`src/rtl/trap_seq.sv`:
```
// Trap-entry / mret sequencer in front of the machine-mode CSR file.
// Turns one ecall or mret request into a short, ordered run of single-port CSR operations.
module trap_seq #(
    parameter logic [11:0] MSTATUS_ADDR = 12'h300,
    parameter logic [11:0] MTVEC_ADDR   = 12'h305,
    parameter logic [11:0] MEPC_ADDR    = 12'h341,
    parameter logic [11:0] MCAUSE_ADDR  = 12'h342
) (
    input  logic        clk_i,
    input  logic        rst_i,
    input  logic        trap_req_i,
    input  logic        mret_req_i,
    input  logic [31:0] trap_pc_i,
    input  logic [31:0] trap_cause_i,
    input  logic [31:0] csr_rdata_i,
    output logic [11:0] csr_raddr_o,
    output logic        csr_wr_o,
    output logic [11:0] csr_waddr_o,
    output logic [31:0] csr_wdata_o,
    output logic        busy_o,
    output logic        redirect_valid_o,
    output logic [31:0] redirect_pc_o
);

    // state   | meaning
    // IDLE    | waiting for trap_req / mret_req
    // T_EPC   | write mepc with the trapping PC
    // T_CAUSE | write mcause
    // T_STAT  | read-modify-write mstatus for trap entry
    // T_VEC   | read mtvec, issue redirect
    // M_STAT  | read-modify-write mstatus for mret
    // M_EPC   | read mepc, issue redirect
    typedef enum logic [2:0] {
        IDLE    = 3'd0,
        T_EPC   = 3'd1,
        T_CAUSE = 3'd2,
        T_STAT  = 3'd3,
        T_VEC   = 3'd4,
        M_STAT  = 3'd5,
        M_EPC   = 3'd6
    } state_t;

    state_t      state_q, state_d;
    logic [31:0] pc_q, pc_d;
    logic [31:0] cause_q, cause_d;
    logic [31:0] stat_mod;

    always_ff @(posedge clk_i or posedge rst_i) begin
        if (rst_i) begin
            state_q <= IDLE;
            pc_q    <= 32'h0;
            cause_q <= 32'h0;
        end else begin
            state_q <= state_d;
            pc_q    <= pc_d;
            cause_q <= cause_d;
        end
    end

    always_comb begin
        state_d          = state_q;
        pc_d             = pc_q;
        cause_d          = cause_q;
        csr_raddr_o      = 12'h0;
        csr_wr_o         = 1'b0;
        csr_waddr_o      = 12'h0;
        csr_wdata_o      = 32'h0;
        redirect_valid_o = 1'b0;
        redirect_pc_o    = 32'h0;
        stat_mod         = csr_rdata_i;

        case (state_q)
            IDLE: begin
                // trap has priority; a simultaneous mret is dropped
                if (trap_req_i) begin
                    pc_d    = trap_pc_i;
                    cause_d = trap_cause_i;
                    state_d = T_EPC;
                end else if (mret_req_i) begin
                    state_d = M_STAT;
                end
            end
            T_EPC: begin
                csr_wr_o    = 1'b1;
                csr_waddr_o = MEPC_ADDR;
                csr_raddr_o = MEPC_ADDR;
                csr_wdata_o = pc_q;
                state_d     = T_CAUSE;
            end
            T_CAUSE: begin
                csr_wr_o    = 1'b1;
                csr_waddr_o = MCAUSE_ADDR;
                csr_raddr_o = MCAUSE_ADDR;
                csr_wdata_o = cause_q;
                state_d     = T_STAT;
            end
            T_STAT: begin
                stat_mod[7]     = csr_rdata_i[3];
                stat_mod[3]     = 1'b0;
                stat_mod[12:11] = 2'b11;
                csr_wr_o        = 1'b1;
                csr_waddr_o     = MSTATUS_ADDR;
                csr_raddr_o     = MSTATUS_ADDR;
                csr_wdata_o     = stat_mod;
                state_d         = T_VEC;
            end
            T_VEC: begin
                // direct mode only: mode bits of mtvec are masked off
                csr_raddr_o      = MTVEC_ADDR;
                redirect_valid_o = 1'b1;
                redirect_pc_o    = {csr_rdata_i[31:2], 2'b00};
                state_d          = IDLE;
            end
            M_STAT: begin
                stat_mod[3]     = csr_rdata_i[7];
                stat_mod[7]     = 1'b1;
                stat_mod[12:11] = 2'b11;
                csr_wr_o        = 1'b1;
                csr_waddr_o     = MSTATUS_ADDR;
                csr_raddr_o     = MSTATUS_ADDR;
                csr_wdata_o     = stat_mod;
                state_d         = M_EPC;
            end
            M_EPC: begin
                csr_raddr_o      = MEPC_ADDR;
                redirect_valid_o = 1'b1;
                redirect_pc_o    = {csr_rdata_i[31:2], 2'b00};
                state_d          = IDLE;
            end
            default: state_d = IDLE;
        endcase
    end

    assign busy_o = (state_q != IDLE);

endmodule

```
`config.mk`:
```
export PLATFORM = sky130hd
export DESIGN_NAME = trap_seq
export DESIGN_NICKNAME = d
export VERILOG_FILES = /design/src/rtl/trap_seq.sv
export SDC_FILE = /design/constraint.sdc
export NUM_CORES = 1
export LEC_CHECK = 0
export BUFFER_PORTS_ARGS = -buffer_cell sky130_fd_sc_hd__buf_2
export CAP_MARGIN = 20
export CORE_MARGIN = 3
export CORE_UTILIZATION = 40
export DETAILED_ROUTE_END_ITERATION = 16
export PLACE_DENSITY = 0.78
export SETUP_SLACK_MARGIN = 0.2
export SYNTH_ARGS = -nofsm -noshare
export SYNTH_HDL_FRONTEND = slang
export SYNTH_SLANG_ARGS = --single-unit
```
`constraint.sdc`:
```
create_clock -name clk_i -period 4 [get_ports clk_i]
set_input_delay 0.4 -clock clk_i [delete_from_list [all_inputs] [get_ports clk_i]]
set_output_delay 0.4 -clock clk_i [all_outputs]
set_load 0.005 [all_outputs]
```
* Yosys cells after proc, flatten, opt, wreduce, memory -nomap -nowiden
Cells that the tools add are included.
Widths: inputs -> output; s select.
** Word-level totals
- Register bits :: 67
- Output and inout port bits :: 91
- Logic and storage cells :: 26
** Cells by class
- Equal/unequal tests :: 7
- Muxes and demuxes :: 9
- Reduce and logical (&&, ||, !) cells :: 7
** Operators with widths (count)
- $pmux 32 s4 :: 1
- $pmux 10 s4 :: 1
- $mux 32 :: 1
- $pmux 10 s3 :: 1
- $pmux 3 s5 :: 1
- $eq 3x3->1 const B :: 3
- $eq 3x2->1 const B :: 2
- $mux 3 :: 2
- $reduce_or 2->1 :: 3
- $reduce_or 4->1 :: 1
- $eq 3x1->1 const B :: 1
- $logic_not 3->1 :: 1
- $ne 3x3->1 const B :: 1
- $reduce_bool 3->1 :: 1
- $mux 1 :: 2
- $reduce_and 2->1 :: 1

* Longest topological paths before layout
- Depth after elaboration :: 3
- Depth in mapped cells :: 6
- Depth with buffers taken out :: 2

* Worst setup path before layout
No wires, ideal clock.
- Path type :: register -> output
- Start point :: register state_q[2]
- End point :: output port csr_wdata_o[10]
- Data arrival time :: 1.251 ns
- Data required time :: 3.600 ns
- Slack :: 2.349 ns
- Stages on the path, launching flop included :: 5
- Path buffers :: 2
- Cells stage by stage :: dfrtp_1 -> buf_2 -> clkbuf_1 -> or4bb_1 -> o211ai_1
** On the way
- Longest elaborated chain between the ends :: 2
- Elaborated cells between the ends (all ways) :: 5
- Classes of those cells :: eq/ne (4); mux (1)
** RTL lines
- start: declaration :: RTL line 43 : state_t state_q, state_d;
- start signal: assignment :: RTL line 54 : state_q <= state_d;
- $eq 3x3->1, or another cell as far along :: RTL line 72 : case (state_q)
- $pmux 32 s4 (*) :: RTL line 72
- end: declaration :: RTL line 19 : output logic [31:0] csr_wdata_o,
Mark *: on every way between the ends. The rest lies on a longest branch, timed or not.

* Worst setup path in the final report
- Start point :: register state_q[2]
- End point :: output port csr_wdata_o[21]
Same word-level chain as after synthesis.

==> impl_metrics.tcl <==
set metrics [dict create \
    status "finished clean" \
    grt_pass1_vias 3609 \
    p_int_uw 2930 \
    synthTopCellsByCount "dfrtp_1 (67), mux2_4 (60), and2_1 (32), mux2i_1 (30)" \
    fin_tns_setup_ns 0 \
    layout.nets 618 \
    fin_skew_ns 0.0104 \
    area_growth_pct 24.7 \
    post-synth-top-area-cell "dfrtp_1" \
    power_leakage_uw 0.00272 \
    critical_path_class "reg2out" \
    grt_max_degree 85 \
    viasPerCell 5.32 \
    cts_resized 0 \
    start_kind "flop" \
    setup_ws_ns 1.23 \
    drt_wl_total_um 11300 \
    synth_cell_types 30 \
    place_hpwl_um 7750 \
    dieWidth_um 112 \
    detail_route.iter0.violations 200 \
    cts_root_buf "clkbuf_16" \
    clockPowerShare 0.192 \
    maxCapViolations 0 \
    post-route-period-util 0.693 \
    arrival_ns 2.37 \
    hp-class "in2async" \
    die_y_um 112 \
    cts_made_buffers 9 \
    dpl_cell_area_um2 5270 \
    track_usage 0.177 \
    slew_violations 0 \
    period_minus_slack_ns 2.77 \
    wl_per_cell_um 17.1 \
    async_flop_share 1.00 \
    grt-ovfl-total 0 \
    vdd_drop_max_uv 386 \
    post_cts_buffers 0 \
    grt_setup_unrepaired "false" \
    ant_nets 0 \
    r2r.worst_path.cells 4 \
    antenna_found_initial 0 \
    cts_buffer_depth 2 \
    reg2reg_slack_ns 1.62 \
    place.gp.congestion 0.772 \
    die_area_um2 12600 \
    combPwrFrac 0.483 \
    cts.sinks 67 \
    post-route-cell-area_um2 5630 \
    cts_tree "done" \
    clk_pin_slew_ns 0.06 \
    grt_pass1_wl_um 18300 \
    core_area_um2 10900 \
    powerDensity_nw_per_um2 796 \
    hold_buffers 0 \
    synth_area_per_cell_um2 12.3 \
    yosys-top-cells-area "dfrtp_1 (37%), mux2_4 (20%), mux2i_1 (6.7%)" \
    rows 38 \
    drc 0 \
    clkLatencyLatePin_ns 0.32 \
    worstPathRequired_ns 3.60 \
    setup_violations 0 \
    n_antenna_cell 0 \
    vias 3526 \
    p_seq_frac 0.325 \
    cp_max_fo 51 \
    ys_seq_area_frac 0.372 \
    ys.flop_type "dfrtp_1" \
    whs_ns 0.238 \
    total_power_uw 4480 \
    yosysMostFrequentCell "dfrtp_1" \
    switchingPower_uw 1550 \
    drtPass1Iterations 4 \
    synth_top_area_frac 0.372 \
    tightestPinTransition_ns 0.940 \
    relSlewSlack 0.373 \
    drive_above_1_share 0.511 \
    port_buffers 175 \
    start_util 0.413 \
    synth_seq_cells 67 \
    netlist_instances 368 \
    cp-end-kind "primary output" \
    io_pins 191 \
    htree_num_levels 3 \
    place_worst_setup_slack_ns 1.16 \
    fmax_mhz 361 \
    p_sw_frac 0.347 \
    synth_edf_count 0 \
    r2r_start "state_q[0]" \
    yosysWarnings 0 \
    r2r_end "cause_q[6]" \
    hold_viol 0 \
    synth.cell_area_um2 4510 \
]
==> logic make-up (layout without fill, tap and decap cells) <==
kind of cell | after synthesis | count (layout) | synth area share
AND/OR/NAND/NOR | 106 | 106 | 0.192
multiplexers | 94 | 94 | 0.276
flip-flops | 67 | 67 | 0.372
buffers and inverters | 61 | 202 | 0.0965
AO/OA/AOI/OAI | 38 | 38 | 0.0610
other | 1 | 15 | 0.000831
XOR/XNOR | 1 | 1 | 0.00194
==> routing by layer <==
| metal | GRT usage | wire (um) |
|---|---|---|
| met5 | 0 | 0 |
| met4 | 0.0657 | 219 |
| met1 | 0.222 | 4960 |
| met3 | 0.0367 | 611 |
| met2 | 0.301 | 5550 |
==> area by class of cell <==
cell class / instances / area, um^2
tap: 140 / 175
multi-input combinational: 254 / 2460
sequential: 67 / 1680
fill: 960 / 5310
clock inverter: 4 / 72.6
clock buffer: 12 / 256
inverter: 4 / 15.0
timing repair buffer: 182 / 961
==> state kept, by name, summed over array words and instances (netlist names) <==
signal and cells:
cause_q 32, pc_q 32, state_q 3
==> stage by stage <==
step                      utilization  cells
after floorplan                     -    382
after global placement          0.482    646
after CTS                       0.512    662
after detailed placement        0.482    646
after global routing            0.515    663
final                           0.515    663
==> power groups by stage <==
stage / clock network (uW) / logic, uW / registers (uW)
floorplan: 0 / 1850 / 1170
global placement: 0 / 2090 / 1420
detailed placement: 0 / 2150 / 1460
CTS: 886 / 2170 / 1450
global route: 921 / 2360 / 1510
finish: 861 / 2160 / 1460
==> worst max path at each step <==
stage                     startpoint           endpoint  slack [ns]  cells after the start
after CTS                 state_q[2]  redirect_pc_o[23]        0.81                      3
after floorplan                rst_i         cause_q[0]        1.92                      1
final                     state_q[2]    csr_wdata_o[21]        1.23                      4
after global routing      state_q[2]    csr_wdata_o[21]        1.06                      4
after global placement    state_q[2]  redirect_pc_o[31]        1.32                      3
after detailed placement  state_q[2]  redirect_pc_o[23]        1.16                      3
==> worst max-delay path, cell delays in order (launching register included) <==
cell	delay, ns
dfrtp_2	0.93
nand2b_1	0.44
buf_4	0.35
o211ai_1	0.17
buf_2	0.15
==> placed cells by master, fill, tap and decap left out, types with 2 or more instances in the layout <==
cell	Yosys	routed
o211ai_1	28	28
nand2b_1	3	3
mux2_2	4	4
nand4b_1	28	28
nor2_1	4	4
clkbuf_8	0	2
conb_1	1	15
nand4bb_1	13	13
a21oi_1	4	4
mux2i_1	30	30
o21ai_0	2	2
buf_4	20	5
and2_1	32	32
inv_1	4	3
mux2_4	60	60
or4bb_1	15	15
dfrtp_2	0	2
clkbuf_16	0	9
buf_2	15	175
nor3b_1	2	2
bufinv_16	0	2
nor3_1	7	7
dfrtp_1	67	64
Power figures use the tool's default switching activity.
